$ cat src/rtl/dmem_pkg.sv
// Shared types and helpers for the two-port data-memory arbiter.
package dmem_pkg;

  localparam int unsigned XLEN  = 32;
  localparam int unsigned NLANE = XLEN / 8;

  typedef enum logic [1:0] {
    SZ_B   = 2'b00,
    SZ_H   = 2'b01,
    SZ_W   = 2'b10,
    SZ_BAD = 2'b11
  } size_e;

  localparam logic PORT0 = 1'b0;
  localparam logic PORT1 = 1'b1;

  typedef struct packed {
    logic            wr;
    size_e           size;
    logic            uns;
    logic [XLEN-1:0] addr;
    logic [XLEN-1:0] wdata;
  } req_t;

  typedef struct packed {
    logic [NLANE-1:0] we;
    logic             misalign;
  } lane_t;

  // Byte-lane mask plus alignment/size legality for one access.
  function automatic lane_t lane_decode(input size_e size, input logic [1:0] addr_lo);
    lane_t l;
    l.we       = '0;
    l.misalign = 1'b0;
    case (size)
      SZ_B: l.we = NLANE'(4'b0001 << addr_lo);
      SZ_H: begin
        l.we       = NLANE'(4'b0011 << {addr_lo[1], 1'b0});
        l.misalign = addr_lo[0];
      end
      SZ_W: begin
        l.we       = NLANE'(4'b1111);
        l.misalign = (addr_lo != 2'b00);
      end
      default: l.misalign = 1'b1;
    endcase
    return l;
  endfunction

endpackage

$ cat src/rtl/dmem_lane_align.sv
// Load-data alignment: shifts the addressed bytes down and sign/zero extends them.
module dmem_lane_align
  import dmem_pkg::*;
(
  input  logic [XLEN-1:0] i_word,
  input  size_e           i_size,
  input  logic            i_uns,
  input  logic [1:0]      i_addr_lo,
  output logic [XLEN-1:0] o_data
);

  logic [XLEN-1:0] w_shift;
  logic            w_sign_b;
  logic            w_sign_h;

  assign w_shift  = i_word >> {i_addr_lo, 3'b000};
  assign w_sign_b = ~i_uns & w_shift[7];
  assign w_sign_h = ~i_uns & w_shift[15];

  // Word loads are always aligned here, so the shifted word is the raw word.
  always_comb begin
    o_data = w_shift;
    case (i_size)
      SZ_B:    o_data = {{(XLEN-8){w_sign_b}}, w_shift[7:0]};
      SZ_H:    o_data = {{(XLEN-16){w_sign_h}}, w_shift[15:0]};
      default: o_data = w_shift;
    endcase
  end

endmodule

$ cat src/rtl/dmem_arbiter.sv
// Two-port data-memory access controller: arbitration, lane enables,
// alignment/range checking and a two-stage registered response path.
module dmem_arbiter
  import dmem_pkg::*;
#(
  parameter int unsigned MEM_AW     = 17,
  parameter bit          FIXED_PRIO = 1'b0
) (
  input  logic            clk,
  input  logic            rst_n,
  input  logic            p0_req,
  input  logic            p0_wr,
  input  logic [1:0]      p0_size,
  input  logic            p0_uns,
  input  logic [XLEN-1:0] p0_addr,
  input  logic [XLEN-1:0] p0_wdata,
  input  logic            p1_req,
  input  logic            p1_wr,
  input  logic [1:0]      p1_size,
  input  logic            p1_uns,
  input  logic [XLEN-1:0] p1_addr,
  input  logic [XLEN-1:0] p1_wdata,
  output logic            p0_gnt,
  output logic            p1_gnt,
  output logic            p0_rvalid,
  output logic            p1_rvalid,
  output logic [XLEN-1:0] p0_rdata,
  output logic [XLEN-1:0] p1_rdata,
  output logic            p0_err,
  output logic            p1_err,
  output logic [NLANE-1:0] mem_we,
  output logic [XLEN-1:0] mem_addr,
  output logic [XLEN-1:0] mem_wdata,
  input  logic [XLEN-1:0] mem_rdata
);

  req_t  w_p0;
  req_t  w_p1;
  req_t  w_req;
  lane_t w_lane;
  logic  w_gnt0;
  logic  w_gnt1;
  logic  w_any_gnt;
  logic  w_oor;
  logic  w_err;

  // 1 = port 1 was granted most recently, so port 0 is preferred next.
  logic r_last;

  logic       r_a_valid;
  logic       r_a_owner;
  logic       r_a_wr;
  size_e      r_a_size;
  logic       r_a_uns;
  logic [1:0] r_a_lo;
  logic       r_a_err;

  logic [NLANE-1:0] r_mem_we;
  logic [XLEN-1:0]  r_mem_addr;
  logic [XLEN-1:0]  r_mem_wdata;

  logic            r_p0_rvalid;
  logic            r_p1_rvalid;
  logic [XLEN-1:0] r_p0_rdata;
  logic [XLEN-1:0] r_p1_rdata;
  logic            r_p0_err;
  logic            r_p1_err;

  logic [XLEN-1:0] w_ld_data;
  logic [XLEN-1:0] w_resp;
  logic            w_a_p0;
  logic            w_a_p1;

  always_comb begin
    w_p0.wr    = p0_wr;
    w_p0.size  = size_e'(p0_size);
    w_p0.uns   = p0_uns;
    w_p0.addr  = p0_addr;
    w_p0.wdata = p0_wdata;
    w_p1.wr    = p1_wr;
    w_p1.size  = size_e'(p1_size);
    w_p1.uns   = p1_uns;
    w_p1.addr  = p1_addr;
    w_p1.wdata = p1_wdata;
  end

  // Single-grant arbitration; grants are suppressed while reset is asserted.
  assign w_gnt0    = rst_n & p0_req & (~p1_req | FIXED_PRIO | r_last);
  assign w_gnt1    = rst_n & p1_req & ~w_gnt0;
  assign w_any_gnt = w_gnt0 | w_gnt1;
  assign p0_gnt    = w_gnt0;
  assign p1_gnt    = w_gnt1;

  assign w_req  = w_gnt1 ? w_p1 : w_p0;
  assign w_lane = lane_decode(w_req.size, w_req.addr[1:0]);
  assign w_oor  = (w_req.addr >> MEM_AW) != '0;
  assign w_err  = w_lane.misalign | w_oor;

  always_ff @(posedge clk or negedge rst_n) begin
    if (!rst_n) begin
      r_last <= PORT1;
    end else if (w_any_gnt) begin
      r_last <= w_gnt1;
    end
  end

  // Stage A: capture the granted access and drive the memory port.
  always_ff @(posedge clk or negedge rst_n) begin
    if (!rst_n) begin
      r_a_valid   <= 1'b0;
      r_a_owner   <= PORT0;
      r_a_wr      <= 1'b0;
      r_a_size    <= SZ_B;
      r_a_uns     <= 1'b0;
      r_a_lo      <= 2'b00;
      r_a_err     <= 1'b0;
      r_mem_we    <= '0;
      r_mem_addr  <= '0;
      r_mem_wdata <= '0;
    end else begin
      r_a_valid <= w_any_gnt;
      r_mem_we  <= (w_any_gnt && w_req.wr && !w_err) ? w_lane.we : '0;
      if (w_any_gnt) begin
        r_a_owner   <= w_gnt1;
        r_a_wr      <= w_req.wr;
        r_a_size    <= w_req.size;
        r_a_uns     <= w_req.uns;
        r_a_lo      <= w_req.addr[1:0];
        r_a_err     <= w_err;
        r_mem_addr  <= w_req.addr;
        r_mem_wdata <= w_req.wdata;
      end
    end
  end

  dmem_lane_align u_align (
    .i_word    (mem_rdata),
    .i_size    (r_a_size),
    .i_uns     (r_a_uns),
    .i_addr_lo (r_a_lo),
    .o_data    (w_ld_data)
  );

  assign w_resp = (r_a_wr | r_a_err) ? '0 : w_ld_data;
  assign w_a_p0 = r_a_valid & (r_a_owner == PORT0);
  assign w_a_p1 = r_a_valid & (r_a_owner == PORT1);

  // Stage B: one-cycle response to the owner; the other port keeps its rdata.
  always_ff @(posedge clk or negedge rst_n) begin
    if (!rst_n) begin
      r_p0_rvalid <= 1'b0;
      r_p1_rvalid <= 1'b0;
      r_p0_rdata  <= '0;
      r_p1_rdata  <= '0;
      r_p0_err    <= 1'b0;
      r_p1_err    <= 1'b0;
    end else begin
      r_p0_rvalid <= w_a_p0;
      r_p1_rvalid <= w_a_p1;
      r_p0_err    <= w_a_p0 & r_a_err;
      r_p1_err    <= w_a_p1 & r_a_err;
      if (w_a_p0) r_p0_rdata <= w_resp;
      if (w_a_p1) r_p1_rdata <= w_resp;
    end
  end

  assign mem_we    = r_mem_we;
  assign mem_addr  = r_mem_addr;
  assign mem_wdata = r_mem_wdata;
  assign p0_rvalid = r_p0_rvalid;
  assign p1_rvalid = r_p1_rvalid;
  assign p0_rdata  = r_p0_rdata;
  assign p1_rdata  = r_p1_rdata;
  assign p0_err    = r_p0_err;
  assign p1_err    = r_p1_err;

endmodule

$ cat config.mk
export PLATFORM = sky130hd
export DESIGN_NAME = dmem_arbiter
export DESIGN_NICKNAME = d
export VERILOG_FILES = /design/src/rtl/dmem_pkg.sv /design/src/rtl/dmem_lane_align.sv /design/src/rtl/dmem_arbiter.sv
export SDC_FILE = /design/constraint.sdc
export NUM_CORES = 1
export LEC_CHECK = 0
export CORE_ASPECT_RATIO = 1.2
export CORE_MARGIN = 8
export CORE_UTILIZATION = 44
export DETAILED_ROUTE_END_ITERATION = 12
export PLACE_DENSITY_LB_ADDON = 0.08
export RECOVER_POWER = 25
export SLEW_MARGIN = 20
export SYNTH_ARGS = -nofsm -noshare
export SYNTH_HDL_FRONTEND = slang
export SYNTH_SLANG_ARGS = --single-unit
$ cat constraint.sdc
create_clock -name clk -period 2.9 [get_ports clk]
set_input_delay 0.29 -clock clk [delete_from_list [all_inputs] [get_ports clk]]
set_output_delay 0.29 -clock clk [all_outputs]
set_load 0.05 [all_outputs]
==> results of run 1 <==
==> cells in the mapped netlist, types with 3 or more instances <==
cell	count	area share, %
nor3_1	3	0.24
a211oi_1	3	0.35
a221o_1	16	2.5
nor2_1	20	1.2
a22oi_1	16	1.9
a22o_1	14	1.9
and2_1	7	0.69
nand2b_1	5	0.49
buf_2	5	0.39
nor4_1	4	0.39
dfrtp_1	143	56
mux2i_1	34	5.4
o21ai_0	54	4.3
clkbuf_1	30	1.8
mux2_2	10	1.8
a21oi_1	13	1.0
a222oi_1	48	7.6
inv_1	59	3.5
nand2_1	62	3.7
buf_4	3	0.35
==> report_power, final <==
group	internal [uW]	total (uW)	switching [uW]
clock network	1400	2260	855
logic	661	1680	1020
registers	2170	2280	110
total	4230	6220	1990
==> state kept, by name, indices dropped and copies added (netlist names), 2 cells and up <==
name and flops:
p0_rdata 32, r_a_size 2, p1_rdata 32, mem_addr 31, mem_wdata 32, mem_we 4
==> path summary, 6_finish.rpt <==
path	startpoint	end	slack, ns	depth (start not counted)
setup / recovery	rst_n	p1_gnt	0.43	6
hold / removal	rst_n	mem_wdata[29]	0.32	2
setup reg to reg	r_a_owner	p0_rdata[7]	0.52	3
hold reg to reg	p0_rdata[3]	p0_rdata[3]	0.48	2
max in group asynchronous	rst_n	p0_rdata[3]	0.58	3
min in group clk	p1_wdata[24]	mem_wdata[24]	0.46	3
==> critical path, cell delays in order <==
cell,delay (ns)
dlygate4sd3_1,0.54
buf_6,0.26
nand2_1,0.18
a21oi_4,0.38
buf_12,0.30
buf_12,0.18
==> cell usage in the layout (no fill, tap or decap), types with 3 or more instances in the layout <==
master             n
a22o_1            14
clkbuf_1           3
nor2_1            20
inv_6              3
clkdlybuf4s50_1  306
a211oi_1           3
clkinvlp_4         4
inv_1             59
nor3_1             3
dfrtp_1          143
o21ai_0           54
buf_4              7
mux2i_1           34
clkbuf_16         17
a22oi_1           16
a222oi_1          48
mux2_2            10
a21oi_1           11
bufinv_16          3
nand2b_1           5
nand2_1           62
and2_1             7
a221o_1           16
buf_12             5
nor4_1             4
==> metrics by stage <==
stage / power (uW) / util [%] / cells / instance area (sq um) / setup WS, ns
finish: 6220 / 72.2 / 1069 / 10300 / 0.432
global placement: 3970 / 67.9 / 1034 / 9670 / 0.625
floorplan: 3220 / - / 577 / 6350 / 0.729
detailed placement: 3990 / 67.9 / 1034 / 9670 / 0.548
global route: 6450 / 72.2 / 1069 / 10300 / 0.182
CTS: 6260 / 72.3 / 1067 / 10300 / 0.413
==> kinds of logic (layout without fill, tap and decap cells) <==
family / Yosys count / in the layout / synth area share, %
AO/OA/AOI/OAI: 179 / 179 / 21.5
buffers and inverters: 100 / 415 / 6.43
flip-flops: 144 / 144 / 56.8
multiplexers: 45 / 45 / 7.49
other: 0 / 2 / 0
AND/OR/NAND/NOR: 109 / 109 / 7.81
==> area by class of cell <==
| cell class | count | area (sq um) |
|---|---|---|
| antenna | 2 | 5.00 |
| clock buffer | 20 | 457 |
| clock inverter | 12 | 156 |
| fill | 1079 | 3960 |
| inverter | 59 | 221 |
| multi-input combinational | 333 | 2360 |
| sequential | 144 | 3600 |
| tap | 175 | 219 |
| timing repair buffer | 324 | 3250 |
==> metal layers <==
metal	track usage [%]	up-vias	part of all wire [%]
met5	0	-	0
met1	26.9	3036	36
li1	-	2742	-
met4	14.6	0	5.0
met2	43.7	353	50
met3	9.91	63	9.4
==> results.sh, run 1 <==
export IMPL_port_buffers=309
export IMPL_async_flop_share_pct=100
export IMPL_core_area_sq_um=14200
export IMPL_fp_row_count=48
export IMPL_postCtsSetupBuffers=0
export IMPL_p_leak_uw=0.00461
export IMPL_worst_hold_slack_ns=0.316
export IMPL_status="finished with violations"
export IMPL_antenna_found_initial=2
export IMPL_finalSetupViolCount=0
export IMPL_track_usage_pct=25.8
export IMPL_initial_core_util_pct=44.6
export IMPL_grt_pass1_wl_mm=37.0
export IMPL_endpoint_kind="output pin"
export IMPL_syn_area_sq_um=6350
export IMPL_hold_viol_final=0
export IMPL_cts_resized=0
export IMPL_gr_total_overflow=0
export IMPL_yosysSeqAreaShare_pct=56.8
export IMPL_fin_setup_tns_ns=0
export IMPL_ys_warn_count=0
export IMPL_grt_pass1_vias=6534
export IMPL_viasPerCell=5.79
export IMPL_die_area_sq_um=18500
export IMPL_period_share_pct=85.1
export IMPL_fin_crit_ns=2.47
export IMPL_fp_dieW_um=126
export IMPL_clock_latency_ns=0.42
export IMPL_holdBufCountCts=1
export IMPL_crit_arrival_ns=2.18
export IMPL_finalMaxSlewViolations=183
export IMPL_hold_class="primary input to async pin"
export IMPL_violations="max-capacitance violations, max-slew violations"
export IMPL_drc=0
export IMPL_cts_root_buf="clkbuf_16"
export IMPL_place_congestion=0.876
export IMPL_worst_pin_slew_ns=1.91
export IMPL_grt_max_degree=74
export IMPL_power_density_nw_per_um2=606
export IMPL_rsz0062_at_grt="false"
export IMPL_cts_tree="built"
export IMPL_synth_edf_count=0
export IMPL_synth_area_per_cell_sq_um=11.0
export IMPL_ys_flop_type="dfrtp_1"
export IMPL_final_net_count=1051
export IMPL_drive_gt1_share_pct=7.29
export IMPL_ys_types=42
export IMPL_worstPathMaxFanout=50
export IMPL_drt_iter0_drc=666
export IMPL_slew_headroom_pct=-27.1
export IMPL_wl_per_cell_um=22.7
export IMPL_antenna_left=0
export IMPL_required_ns=2.61
export IMPL_synth_nets=749
export IMPL_synthCells=577
export IMPL_via_count=6194
export IMPL_htree_num_levels=4
export IMPL_vdd_ir_drop_worst_v=0.000420
export IMPL_worst_setup_path_start_kind="primary input"
export IMPL_routed_wl_mm=24.2
export IMPL_crit_type="primary input to output pin"
export IMPL_clock_skew_ns=0.00726
export IMPL_clk_pin_slew_worst_paths_ns=0.06
export IMPL_clock_sinks=144
export IMPL_syn_to_final_growth_pct=61.9
export IMPL_synth_seq_cells=144
export IMPL_dpl_hpwl_mm=18.6
export IMPL_clockBufferDepth=2
export IMPL_fmax_mhz=405
export IMPL_numCtsBuffers=17
export IMPL_io_pins=310
export IMPL_die_h_um=148
export IMPL_firstDrtPassIters=8
export IMPL_drv_cap=4
Power figures use the tool's default switching activity.
==> run 2: changes to the inputs <==
==> constraint.sdc (replaced) <==
create_clock -name clk -period 2.9 [get_ports clk]
set_input_delay 0.435 -clock clk [delete_from_list [all_inputs] [get_ports clk]]
set_output_delay 0.435 -clock clk [all_outputs]
set_load 0.05 [all_outputs]
==> results.sh, run 2 (same netlist as run 1, synthesis figures left out) <==
export IMPL_status="finished with violations"
export IMPL_violations="max-capacitance violations, max-slew violations"
export IMPL_worst_pin_slew_ns=1.61
export IMPL_die_h_um=148
export IMPL_clock_sinks=144
export IMPL_drive_gt1_share_pct=7.95
export IMPL_fin_crit_ns=2.52
export IMPL_setup_ws_ns=0.380
export IMPL_grt_max_degree=65
export IMPL_drt_iter0_drc=638
export IMPL_slew_headroom_pct=-7.48
export IMPL_firstDrtPassIters=8
export IMPL_port_buffers=309
export IMPL_final_area_sq_um=10300
export IMPL_hold_class="primary input to async pin"
export IMPL_hold_viol_final=0
export IMPL_power_density_nw_per_um2=616
export IMPL_fmax_mhz=397
export IMPL_endpoint_kind="output pin"
export IMPL_fp_dieW_um=126
export IMPL_clk_pin_slew_worst_paths_ns=0.06
export IMPL_antenna_found_initial=1
export IMPL_via_count=6186
export IMPL_final_cell_mix="clkdlybuf4s50_1 (305), dfrtp_1 (143), nand2_1 (62)"
export IMPL_fin_setup_tns_ns=0
export IMPL_cts_tree="built"
export IMPL_drc=0
export IMPL_placed_cell_area_sq_um=9660
export IMPL_dpl_hpwl_mm=18.6
export IMPL_gr_total_overflow=0
export IMPL_vdd_ir_drop_worst_v=0.000500
export IMPL_p_leak_uw=0.00463
export IMPL_final_cells=1069
export IMPL_grt_pass1_wl_mm=38.6
export IMPL_layout_commonest_cell="clkdlybuf4s50_1"
export IMPL_antenna_left=0
export IMPL_core_area_sq_um=14200
export IMPL_required_ns=2.47
export IMPL_syn_to_final_growth_pct=62.1
export IMPL_post_place_ws_ns=0.383
export IMPL_viasPerCell=5.79
export IMPL_die_area_sq_um=18500
export IMPL_holdBufCountCts=0
export IMPL_drv_cap=1
export IMPL_clockBufferDepth=2
export IMPL_dp_cells=1036
export IMPL_period_share_pct=86.9
export IMPL_clock_skew_ns=0.00839
export IMPL_clock_latency_ns=0.42
export IMPL_finalMaxSlewViolations=65
export IMPL_worst_setup_path_start_kind="primary input"
export IMPL_cts_resized=0
export IMPL_numCtsBuffers=17
export IMPL_initial_core_util_pct=44.6
export IMPL_final_net_count=1052
export IMPL_postCtsSetupBuffers=0
export IMPL_place_congestion=0.878
export IMPL_cts_root_buf="clkbuf_16"
export IMPL_rsz0062_at_grt="false"
export IMPL_routed_wl_mm=24.6
export IMPL_crit_arrival_ns=2.09
export IMPL_worstPathMaxFanout=58
export IMPL_crit_type="primary input to output pin"
export IMPL_wl_per_cell_um=23.0
export IMPL_track_usage_pct=26.8
export IMPL_finalSetupViolCount=0
export IMPL_grt_pass1_vias=6871
export IMPL_htree_num_levels=4
export IMPL_io_pins=310
export IMPL_fp_row_count=48
run 2: cell count changes in the layout (fill, tap and decap cells not counted), sizes merged:
cell / change
clkdlybuf4s50: -1
diode: -1
inv: +1
dlygate4sd3: -1
bufinv: +1
clkbuf: -3
buf: +4
clkinv: +1
clkinvlp: -1
run 2: through the flow:
step	util, %	hold slack (ns)	total power [uW]
2_1_floorplan	-	0.139	3220
3_5_place_dp	67.8	0.470	3990
3_3_place_gp	67.8	0.461	3960
4_1_cts	72.4	0.0895	6380
5_1_grt	72.3	0.418	6560
6_report	72.3	0.382	6340
run 2: metal layers:
metal  wire, um  vias to the layer above  track usage [%]
li1           -                     2740                -
met1       8490                     3024             27.3
met2      12400                      358             45.8
met3       2500                       64             10.5
met4       1200                        0             15.5
met5          0                        -                0
run 2: power by group:
group          internal (uW)  leakage, uW  total (uW)  switching [uW]
sequential              2170      0.00188        2290             117
combinational            658      0.00244        1680            1020
clock                   1480     0.000305        2370             893
run 2: area by class of cell:
| type | count | area [sq um] |
|---|---|---|
| diodes | 1 | 2.50 |
| repair buffers | 325 | 3230 |
| clock buffers | 18 | 439 |
| inverters | 59 | 221 |
| flip-flops and latches | 144 | 3600 |
| well taps | 175 | 219 |
| multi-input cells | 333 | 2370 |
| clock inverters | 14 | 203 |
| fillers | 1063 | 3950 |
run 2: final timing paths:
kind / slack, ns / endpoint / start / depth (start not counted)
setup reg to reg: 0.53 / p1_rdata[22] / mem_addr[1] / 5
hold / removal: 0.38 / mem_addr[19] / rst_n / 2
max in group asynchronous: 1.09 / p1_rdata[22] / rst_n / 2
hold reg to reg: 0.48 / mem_addr[20] / mem_addr[20] / 2
min in group clk: 0.48 / mem_addr[20] / mem_addr[20] / 2
setup / recovery: 0.38 / p1_gnt / p1_req / 5
run 2: worst max-delay path: stages:
cell and delay [ns]:
clkdlybuf4s50_1 0.60, nand2_1 0.17, a21oi_4 0.35, buf_12 0.33
buf_12 0.18
